--- src/rtl/npc_mem_pkg.sv ---
// Shared types for the memory port arbiter: FSM states, transaction owner and mask constants.
package npc_mem_pkg;

    typedef enum logic [1:0] {
        StIdle,
        StIssue,
        StWait,
        StResp
    } arb_state_e;

    typedef enum logic {
        OwnIf,
        OwnLs
    } owner_e;

    localparam int unsigned MaskW = 8;
    localparam logic [MaskW-1:0] IfMask = 8'hFF;

endpackage

--- src/rtl/mem_arb_pick.sv ---
// Combinational winner selection between IF and LS requesters.
// MEM_ARB_RR_EN selects round-robin; otherwise LS priority with an IF starvation guard.
module mem_arb_pick
    import npc_mem_pkg::*;
#(
    parameter int unsigned STARVE_MAX = 4,
    parameter int unsigned CntW       = $clog2(STARVE_MAX + 1)
) (
    input  logic            if_valid_i,
    input  logic            ls_valid_i,
    input  owner_e          last_owner_i,
    input  logic [CntW-1:0] starve_cnt_i,
    output logic            grant_if_o,
    output logic            grant_ls_o
);

    localparam logic [CntW-1:0] StarveMaxC = CntW'(STARVE_MAX);

`ifdef MEM_ARB_RR_EN
    logic unused_starve;
    assign unused_starve = ^starve_cnt_i;

    always_comb begin
        grant_if_o = if_valid_i;
        grant_ls_o = ls_valid_i;
        if (if_valid_i && ls_valid_i) begin
            // Alternate: whoever was not granted last goes now.
            grant_if_o = (last_owner_i == OwnLs);
            grant_ls_o = (last_owner_i == OwnIf);
        end
    end
`else
    logic unused_last;
    assign unused_last = (last_owner_i == OwnLs);

    always_comb begin
        grant_if_o = if_valid_i;
        grant_ls_o = ls_valid_i;
        if (if_valid_i && ls_valid_i) begin
            grant_if_o = (starve_cnt_i == StarveMaxC);
            grant_ls_o = (starve_cnt_i != StarveMaxC);
        end
    end
`endif

endmodule

--- src/rtl/mem_port_arbiter.sv ---
// Shares one memory port between IF and LS with a single outstanding transaction.
// Build option: define MEM_ARB_RR_EN for round-robin arbitration.
module mem_port_arbiter
    import npc_mem_pkg::*;
#(
    parameter int unsigned ADDR_W     = 64,
    parameter int unsigned DATA_W     = 64,
    parameter int unsigned STARVE_MAX = 4
) (
    input  logic              clk_i,
    input  logic              rst_ni,

    input  logic              if_req_valid_i,
    output logic              if_req_ready_o,
    input  logic [ADDR_W-1:0] if_addr_i,
    output logic              if_resp_valid_o,
    output logic [DATA_W-1:0] if_rdata_o,

    input  logic              ls_req_valid_i,
    output logic              ls_req_ready_o,
    input  logic [ADDR_W-1:0] ls_addr_i,
    input  logic              ls_wen_i,
    input  logic [DATA_W-1:0] ls_wdata_i,
    input  logic [MaskW-1:0]  ls_mask_i,
    output logic              ls_resp_valid_o,
    output logic [DATA_W-1:0] ls_rdata_o,

    output logic              mem_req_valid_o,
    input  logic              mem_req_ready_i,
    output logic [ADDR_W-1:0] mem_addr_o,
    output logic              mem_wen_o,
    output logic [DATA_W-1:0] mem_wdata_o,
    output logic [MaskW-1:0]  mem_mask_o,
    input  logic              mem_resp_valid_i,
    input  logic [DATA_W-1:0] mem_rdata_i
);

    localparam int unsigned CntW = $clog2(STARVE_MAX + 1);
    localparam logic [CntW-1:0] StarveMaxC = CntW'(STARVE_MAX);

    arb_state_e        state_q, state_d;
    owner_e            owner_q, owner_d;
    logic [CntW-1:0]   starve_q, starve_d;
    logic [ADDR_W-1:0] addr_q, addr_d;
    logic              wen_q, wen_d;
    logic [DATA_W-1:0] wdata_q, wdata_d;
    logic [MaskW-1:0]  mask_q, mask_d;
    logic [DATA_W-1:0] if_rdata_q, if_rdata_d;
    logic [DATA_W-1:0] ls_rdata_q, ls_rdata_d;

    logic grant_if, grant_ls;

    mem_arb_pick #(
        .STARVE_MAX (STARVE_MAX),
        .CntW       (CntW)
    ) u_pick (
        .if_valid_i   (if_req_valid_i),
        .ls_valid_i   (ls_req_valid_i),
        .last_owner_i (owner_q),
        .starve_cnt_i (starve_q),
        .grant_if_o   (grant_if),
        .grant_ls_o   (grant_ls)
    );

    always_comb begin
        state_d         = state_q;
        owner_d         = owner_q;
        starve_d        = starve_q;
        addr_d          = addr_q;
        wen_d           = wen_q;
        wdata_d         = wdata_q;
        mask_d          = mask_q;
        if_rdata_d      = if_rdata_q;
        ls_rdata_d      = ls_rdata_q;
        if_req_ready_o  = 1'b0;
        ls_req_ready_o  = 1'b0;
        mem_req_valid_o = 1'b0;
        if_resp_valid_o = 1'b0;
        ls_resp_valid_o = 1'b0;

        unique case (state_q)
            StIdle: begin
                if_req_ready_o = grant_if;
                ls_req_ready_o = grant_ls;
                if (grant_if) begin
                    addr_d   = if_addr_i;
                    wen_d    = 1'b0;
                    wdata_d  = '0;
                    mask_d   = IfMask;
                    owner_d  = OwnIf;
                    starve_d = '0;
                    state_d  = StIssue;
                end else if (grant_ls) begin
                    addr_d  = ls_addr_i;
                    wen_d   = ls_wen_i;
                    wdata_d = ls_wdata_i;
                    mask_d  = ls_mask_i;
                    owner_d = OwnLs;
                    // Only LS wins taken over a waiting IF count toward starvation.
                    if (if_req_valid_i && (starve_q != StarveMaxC)) begin
                        starve_d = starve_q + CntW'(1);
                    end
                    state_d = StIssue;
                end
            end
            StIssue: begin
                mem_req_valid_o = 1'b1;
                if (mem_req_ready_i) begin
                    state_d = StWait;
                end
            end
            StWait: begin
                if (mem_resp_valid_i) begin
                    if (owner_q == OwnIf) begin
                        if_rdata_d = mem_rdata_i;
                    end else begin
                        ls_rdata_d = wen_q ? '0 : mem_rdata_i;
                    end
                    state_d = StResp;
                end
            end
            StResp: begin
                if_resp_valid_o = (owner_q == OwnIf);
                ls_resp_valid_o = (owner_q == OwnLs);
                state_d         = StIdle;
            end
            default: state_d = StIdle;
        endcase
    end

    always_ff @(posedge clk_i or negedge rst_ni) begin
        if (!rst_ni) begin
            state_q    <= StIdle;
            owner_q    <= OwnIf;
            starve_q   <= '0;
            addr_q     <= '0;
            wen_q      <= 1'b0;
            wdata_q    <= '0;
            mask_q     <= '0;
            if_rdata_q <= '0;
            ls_rdata_q <= '0;
        end else begin
            state_q    <= state_d;
            owner_q    <= owner_d;
            starve_q   <= starve_d;
            addr_q     <= addr_d;
            wen_q      <= wen_d;
            wdata_q    <= wdata_d;
            mask_q     <= mask_d;
            if_rdata_q <= if_rdata_d;
            ls_rdata_q <= ls_rdata_d;
        end
    end

    assign mem_addr_o  = addr_q;
    assign mem_wen_o   = wen_q;
    assign mem_wdata_o = wdata_q;
    assign mem_mask_o  = mask_q;
    assign if_rdata_o  = if_rdata_q;
    assign ls_rdata_o  = ls_rdata_q;

endmodule

--- config.mk ---
export PLATFORM = sky130hd
export DESIGN_NAME = mem_port_arbiter
export DESIGN_NICKNAME = d
export VERILOG_FILES = /design/src/rtl/npc_mem_pkg.sv /design/src/rtl/mem_arb_pick.sv /design/src/rtl/mem_port_arbiter.sv
export SDC_FILE = /design/constraint.sdc
export NUM_CORES = 1
export LEC_CHECK = 0
export CORE_AREA = 3 3 208 210
export CTS_CLUSTER_SIZE = 30
export DETAILED_ROUTE_END_ITERATION = 10
export DIE_AREA = 0 0 211 213
export PLACE_DENSITY = 0.59
export SLEW_MARGIN = 10
export SYNTH_ARGS = -nofsm -noshare
export SYNTH_HDL_FRONTEND = slang
export SYNTH_SLANG_ARGS = --single-unit
--- constraint.sdc ---
create_clock -name clk_i -period 1.65 [get_ports clk_i]
set_input_delay 0.4125 -clock clk_i [delete_from_list [all_inputs] [get_ports clk_i]]
set_output_delay 0.4125 -clock clk_i [all_outputs]
set_load 0.01 [all_outputs]
==> Word-level counts from Yosys, hierarchy flattened <==
Index checks and enable logic that the tools add are counted.
{ "totals": {"wordCells": 55, "out_inout_bits": 270, "in_bits": 271, "reg_bits": 271} }
{ "op_classes": {"eq_ne": 8, "bitwise_logic": 1, "add_sub_neg": 1, "reduce_logical": 10, "n_mux": 26} }
{ "op_table": {"columns": ["op", "count"], "rows": [
  ["2-to-1 mux 64 bit", 5],
  ["2-to-1 mux 8 bit", 2],
  ["AND reduction 3 bit", 4],
  ["2-to-1 mux 1 bit", 11],
  ["2-to-1 mux 3 bit", 3],
  ["2-to-1 mux 2 bit", 4],
  ["case mux 2 bit (4 select lines)", 1],
  ["!= test 3 bit, second input constant", 2],
  ["== test 2 bit, second input constant", 2],
  ["!= test 2 bit, second input constant", 2],
  ["nonzero test 2 bit", 2],
  ["adder 3 x 1 -> 3 bit, second input constant", 1],
  ["== test 3 bit, second input constant", 1],
  ["== test 2 x 1 -> 1 bit, second input constant", 1],
  ["logical AND 1 bit", 2],
  ["logical NOT 2 bit", 1],
  ["AND reduction 2 bit", 1],
  ["NOT 1 bit", 1]
]} }

==> Longest topological paths before layout <==
Gate-level depths: netlist of run 1.
{ "depth": {"ltp_word": 5, "depth_mapped": 8, "depth_no_buf": 6} }

==> Hierarchy <==
From an unflattened synthesis of run 1, not the netlist that was laid out.
{ "unflattened": {"hier_cells": 905, "hier_area_um2": 11140.7} }
{ "by_module_without_submodules": {"columns": ["module", "cells_per_inst", "n_inst", "area_per_inst_um2"], "rows": [
  ["mem_port_arbiter", 901, 1, 11108.2],
  ["mem_arb_pick", 4, 1, 32.5]
]} }

==> Worst setup path after synthesis of run 1 <==
No wires, ideal clock.
{ "synth_timing": {"path_kind": "register -> output", "start": "register state_q[0]", "end": "output ls_req_ready_o", "path_stages_with_launch": 7, "n_path_buf": 2, "t_arrival_ns": 1.281, "slack_ns": -0.044, "cell_sequence": "dfrtp_1 inv_1 ha_1 buf_2 nand3_1 inv_1 clkbuf_1"} }
{ "synth_via": {"elab_chain_cells": 2} }
{ "synth_rtl": {"columns": ["element", "line_no", "rtl"], "rows": [
  ["start: declaration", "mem_port_arbiter.sv:41", "arb_state_e state_q, state_d;"],
  ["start signal: assignment", "mem_port_arbiter.sv:133", "state_q <= StIdle;"],
  ["start signal: assignment", "mem_port_arbiter.sv:143", "state_q <= state_d;"],
  ["logical NOT 2 bit", "mem_port_arbiter.sv:81", "unique case (state_q)"],
  ["2-to-1 mux 1 bit", "mem_port_arbiter.sv:81", null],
  ["end: declaration", "mem_port_arbiter.sv:20", "output logic ls_req_ready_o,"]
]} }
Every way passes these cells.

==> Final worst setup path of run 1 <==
{ "layout_timing": {"start": "register starve_q[1]", "end": "output if_req_ready_o"} }
{ "layout_via": {"elab_chain_cells": 3} }
{ "layout_rtl": {"columns": ["element", "line_no", "rtl"], "rows": [
  ["start: declaration", "mem_port_arbiter.sv:43", "logic [CntW-1:0] starve_q, starve_d;"],
  ["start signal: assignment", "mem_port_arbiter.sv:145", "starve_q <= starve_d;"],
  ["== test 3 bit", "mem_arb_pick.sv:40", "grant_if_o = (starve_cnt_i == StarveMaxC);"],
  ["2-to-1 mux 1 bit", "mem_arb_pick.sv:39", "if (if_valid_i && ls_valid_i) begin"],
  ["2-to-1 mux 1 bit", "mem_port_arbiter.sv:81", null],
  ["end: declaration", "mem_port_arbiter.sv:14", "output logic if_req_ready_o,"]
]} }
Every way passes these cells.

==> impl_metrics.ini, run 1 <==
[clock_tree]
clk_path_buf_depth = 3
clock_sinks = 271
clk_latency_ns = 0.58
cts_max_level = 1
clk_pin_slew_ns = 0.06
numCtsBuffers = 31
cts_root_buf = clkbuf_16
cts_tree = done

[setup_path]
crit_path_max_incr_delay_ns = 0.37
crit_fanout = 2
cp-end-kind = output port
cpLargestDelayFamily = flip-flops
critPathArrivalTime_ns = 1.64
path_cells = inv_2, ha_4, a21bo_2, and3_4, buf_6
path_buf_inv = 2
worst-setup-path-type = flop to output port
critPathRequiredTime_ns = 1.24
start_kind = flop
cpMaxStageDelayCell = dfrtp_1

[power]
swShare_pct = 36.5
net-switching-power_mw = 14.3
power_density_nw_per_um2 = 1850
p_clk_share_pct = 17.8
internal_power_mw = 25.0
p_leak_nw = 9.88
pwr-share-seq_pct = 30.2
ir_worst_vdd_mv = 0.969
combPwrFrac_pct = 52.1

[floorplanning]
num_io_pins = 541
initial_core_util_pct = 27.4
die_area_um2 = 44900
core_area_um2 = 41800
dieWidth_um = 211
die_h_um = 213
rows = 75

[sta]
finClkSkew_ns = 0.0187
relSlewSlack_pct = 74.4
rsz0062_at_grt = yes
fmax_mhz = 488
worst_slew_pin_slew_ns = 0.382
min_period_ns = 2.05
fin_ws_ns = -0.401
hold_ws_ns = 0.272
finalCritPeriodShare_pct = 124
slew_viol_final = 0
hold_violations = 0
setup_viol = 200

[placement]
place_area_um2 = 18000
gp_congestion = 0.835
portBuffers = 540
dpl.hpwl_um = 32700

[cells_and_area]
nNetsFinal = 1925
fillCellCount = 3631
fin_area_um2 = 21200
syn2layout_area_growth_pct = 85.8
drive_gt1_share_pct = 39.5

[logic_synthesis]
synth_area_per_cell_um2 = 11.6
postSynthCellCount = 984
synthDistinctLibCells = 33
mappedNetlistNets = 1262
synth_area_um2 = 11400
synth_warnings = 0
synth_seq_cells = 271
synth.yosys.seq_area_share_pct = 59.3

[routing]
dr.pass1.iters = 4
drc = 0
final_antenna_net_count = 0
vias = 10900
post_drt_via_cell_ratio = 4.91
routedWlPerCell_um = 23.3
drt-initial-drc-count = 576
finalWirelength_um = 51500

[grt]
grt_pass1_wl_um = 71600
grt.total_usage_pct = 20.7
grt_max_degree = 67
overflow = 0
antenna_found_initial = 8
first_global_vias = 11200

[flow_run]
maxCapViolCount = 0

[outcome]
violations = setup timing
status = complete, but fails checks

[min_path]
hold_path_class = primary input to asynchronous set/reset pin
power groups by stage:
stage | Clock [mW] | Sequential, mW | Combinational (mW)
after global routing | 7.41 | 12.2 | 21.7
after global placement | 0 | 11.6 | 16.9
after floorplan | 0 | 12.9 | 5.67
final | 6.98 | 11.9 | 20.4
after CTS | 7.14 | 11.6 | 19.0
after detailed placement | 0 | 11.6 | 17.2
path summary, 6_finish.rpt:
path                               start               to  slack, ns  cells past startpoint
max                          starve_q[1]   if_req_ready_o      -0.40                      5
min                               rst_ni   mem_addr_o[35]       0.27                      2
max reg2reg                   state_q[1]  mem_wdata_o[23]      -0.26                     11
min reg2reg                ls_rdata_o[7]    ls_rdata_o[7]       0.47                      2
max in group asynchronous         rst_ni      starve_q[0]       0.69                      4
min in group clk_i         ls_addr_i[54]   mem_addr_o[54]       0.42                      3
per-layer routing:
metal / track usage (%) / wire length, um
met3: 6.98 / 4560
met1: 24.4 / 19600
met4: 7.34 / 1760
met5: 0 / 73
met2: 35.5 / 25500
registers in the layout, summed over array words and instances, names as in the netlist:
name         flops
mem_wdata_o     64
mem_wen_o        1
owner_q          1
ls_rdata_o      64
starve_q         3
if_rdata_o      64
state_q          2
mem_addr_o      64
mem_mask_o       8
what timing repair did:
| action | CTS | global route |
|---|---|---|
| resized for setup | 849 | 344 |
| endpoints found under the setup margin | 471 | 380 |
| hold endpoints to repair | 79 | 0 |
| cloned | 31 | 20 |
| hold buffers | 1 | 0 |
| pin swaps | 10 | 108 |
| setup buffers | 37 | 38 |
cell usage in the layout, fill, tap and decap left out, types with 4 or more instances in the layout:
cell type and count:
o21ai_1 27, clkdlybuf4s50_1 268, mux2_2 30, o21ai_2 16
buf_2 64, o211ai_1 15, clkbuf_1 8, bufbuf_16 6
clkdlybuf4s15_1 89, buf_6 35, clkdlybuf4s15_2 42, nand2_1 95
nand2_4 59, o22a_1 8, buf_16 13, o211ai_2 50
nand4_1 64, a22o_1 66, buf_8 15, clkbuf_8 5
clkbuf_16 49, inv_2 4, buf_12 48, nand2b_1 64
clkbuf_2 71, ha_4 5, o21ai_0 21, dfrtp_1 270
nand2_2 42, buf_4 47, mux2_4 35
final cells by class:
cell class | count | area [um^2] | area share, %
Antenna cell | 3 | 7.51 | 0.0353
Clock buffer | 44 | 875 | 4.12
Clock inverter | 9 | 131 | 0.619
Inverter | 8 | 32.5 | 0.153
Multi-Input combinational cell | 618 | 5070 | 23.9
Sequential cell | 271 | 6780 | 31.9
Tap cell | 539 | 674 | 3.18
Timing Repair Buffer | 717 | 7670 | 36.1
cell usage after synthesis:
master     count  area share (%)
o21ai_1        3            0.13
and3_1         1           0.055
nand4_1       64             3.5
clkbuf_1      40             1.3
nand2_1      196             6.4
and2_1         1           0.055
ha_1           7            0.77
o2bb2ai_1      1           0.077
nor2b_1        1           0.055
nand2b_1      64             3.5
a32o_1         1           0.088
nand4b_1       1           0.077
nor2_1         1           0.033
nand3b_1       1           0.066
a222oi_1       1           0.088
and2_4         1           0.077
o31ai_1        1           0.066
dfrtp_1      271              59
buf_1          5            0.16
buf_6          6            0.59
o32a_1         1           0.088
buf_4          1           0.066
mux2_2        65             6.4
o211ai_1      15            0.99
buf_2         36             1.6
nand3_1        3            0.13
a22o_1        66             5.1
o22a_1         8            0.61
o21a_1         1           0.066
o211ai_2      50             5.5
inv_1          8            0.26
o21ai_0       62             2.7
a21bo_2        1           0.088
per-stage QoR:
stage	setup slack, ns	utilization [%]	std cells	total power [mW]	TNS, ns
after global routing	-0.475	50.9	2209	41.4	-47.73
after CTS	-0.423	49.4	2166	37.8	-45.37
final	-0.401	50.9	2209	39.3	-31.75
after global placement	-0.794	43.1	2046	28.5	-103.54
after detailed placement	-0.771	43.1	2046	28.8	-104.93
after floorplan	0.0400	-	984	18.6	0
cell families after synthesis:
| group | share of synthesized area, % |
|---|---|
| AO/OA/AOI/OAI | 15.5 |
| adder cells (fa/ha/maj) | 0.766 |
| buffers and inverters | 3.97 |
| flip-flops | 59.3 |
| multiplexers | 6.40 |
| AND/OR/NAND/NOR | 14.0 |
Power figures use the tool's default switching activity.
==> run 2, diff against run 1 <==
- PLACE_DENSITY: 0.59 -> 0.68
- SKIP_LAST_GASP: not set -> 1
==> impl_metrics.ini, run 2 (synthesis gave the netlist of run 1 again) <==
[routing]
vias = 11000
drc = 0
wl_met2_um = 25600
finalWirelength_um = 49600
post_drt_via_cell_ratio = 5.00
final_antenna_net_count = 0
m1WireLength_um = 19000
met3_length_um = 3730
top_layer = met5
dr.pass1.iters = 4
drt-initial-drc-count = 627
routedWlPerCell_um = 22.5

[outcome]
violations = setup timing
status = complete, but fails checks

[min_path]
worstHoldPathCells = 3
worstHoldStart = if_req_valid_i
hold_path_class = primary input to flop
hold_end = mem_addr_o[54]

[sta]
min_period_ns = 2.05
hold_ws_ns = 0.277
worst_slew_pin_slew_ns = 0.480
fin_ws_ns = -0.401
hold_violations = 0
finalCritPeriodShare_pct = 124
slew_viol_final = 0
rsz0062_at_grt = yes
setup_viol = 278
fmax_mhz = 488
finClkSkew_ns = 0.00901
relSlewSlack_pct = 68.0

[floorplanning]
rows = 75
core_area_um2 = 41800
dieWidth_um = 211
num_io_pins = 541
die_area_um2 = 44900
die_h_um = 213
initial_core_util_pct = 27.4

[setup_path]
r2r_cells = 10
crit_path_max_incr_delay_ns = 0.36
critPathArrivalTime_ns = 1.64
r2r_slack_ns = -0.26
path_buf_inv = 2
critPathRequiredTime_ns = 1.24
path_cells = inv_2, ha_4, a21bo_4, and3_4, buf_6
r2r-start = state_q[0]
regToRegEndpoint = if_rdata_o[13]
cp-end-kind = output port
worst-setup-path-type = flop to output port
start_kind = flop
crit_fanout = 2
cpMaxStageDelayCell = dfrtp_1
cpLargestDelayFamily = flip-flops

[clock_tree]
clk_latency_ns = 0.55
clock_sinks = 271
clk_pin_slew_ns = 0.06
cts_max_level = 1
cts_tree = done
numCtsBuffers = 30
clk_path_buf_depth = 3
cts_root_buf = clkbuf_16

[placement]
place_area_um2 = 18000
dpl.hpwl_um = 30900
portBuffers = 540
gp_congestion = 0.811
dp.cells = 2052

[cells_and_area]
drive_gt1_share_pct = 33.1
nNetsFinal = 1920
regArea_um2 = 6780
instances_no_fill = 2205
fillCellCount = 3508
multi_input_area_um2 = 5220
layout_common_cells = dfrtp_1 (271), clkdlybuf4s50_1 (268), clkdlybuf4s15_1 (200), nand2_1 (107), a22o_1 (66)
fin_area_um2 = 21800
layout_commonest_cell = dfrtp_1
syn2layout_area_growth_pct = 90.5

[grt]
first_global_vias = 11200
antenna_found_initial = 5
grt_pass1_wl_um = 67400
overflow = 0
grt_max_degree = 67
grt.total_usage_pct = 19.1

[power]
ir_worst_vdd_mv = 0.823
p_leak_nw = 9.89
power_density_nw_per_um2 = 1820

[flow_run]
maxCapViolCount = 0
## run 2: cell types whose count changed in the layout (fill, tap and decap cells not counted), sizes merged
cell and change:
nand3 +1, clkdlybuf4s15 +94, clkbuf -42, clkinvlp +1
dlymetal6s2s +1, inv -2, bufbuf -6, clkinv +2
dlygate4sd2 +4, and2 -1, buf -56
## run 2: how the worst max path moves through the flow
stage / endpoint / startpoint / depth (start not counted) / slack (ns)
after floorplan: mem_addr_o[0] / state_q[0] / 8 / 0.04
after global placement: mem_addr_o[26] / ls_req_valid_i / 6 / -0.89
after detailed placement: mem_addr_o[26] / ls_req_valid_i / 6 / -0.93
after CTS: if_req_ready_o / starve_q[0] / 5 / -0.44
after global routing: if_req_ready_o / starve_q[0] / 5 / -0.47
final: if_req_ready_o / starve_q[0] / 5 / -0.40
## run 2: worst reg2reg max path: cells and delay by family (launching register included)
| family | cells | cell delay, ns |
|---|---|---|
| buffers and inverters | 7 | 0.87 |
| muxes | 1 | 0.30 |
| and+or+nand+nor | 1 | 0.12 |
| adders and majority gates | 1 | 0.12 |
| DFF | 1 | 0.40 |
## run 2: layout make-up
class / count / share of cell area (%)
multi-input cells: 618 / 24.0
well taps: 539 / 3.10
clock buffers: 43 / 4.05
clock inverters: 10 / 0.586
repair buffers: 713 / 37.0
inverters: 8 / 0.138
flip-flops and latches: 271 / 31.1
diodes: 3 / 0.0345
## run 2: routing by layer
layer,vias up,GRT usage [%]
met5,-,0
met4,4,6.61
met3,77,4.89
met2,547,33.6
met1,5574,22.9
li1,4832,-
## run 2: through the flow
step / setup TNS (ns) / setup WS, ns / util (%) / power, mW
global route: -55.29 / -0.469 / 52.1 / 41.5
floorplan: 0 / 0.0400 / - / 18.6
global placement: -107.76 / -0.894 / 43.1 / 28.3
CTS: -43.35 / -0.440 / 48.9 / 36.6
detailed placement: -116.38 / -0.926 / 43.1 / 28.7
finish: -36.23 / -0.401 / 52.1 / 39.5
## run 2: what timing repair did
item | 4_1_cts | 5_1_grt
hold endpoints to repair | 45 | 0
hold buffers | 1 | 0
gates resized for setup | 676 | 375
gates cloned | 23 | 26
buffers inserted | 45 | 19
pin swaps | 56 | 98
setup endpoints to repair | 487 | 326
## run 2: report_power, final
part           internal [mW]  switching, mW
Sequential              9.83           2.24
Clock                   4.15           2.74
Combinational           11.4           9.22
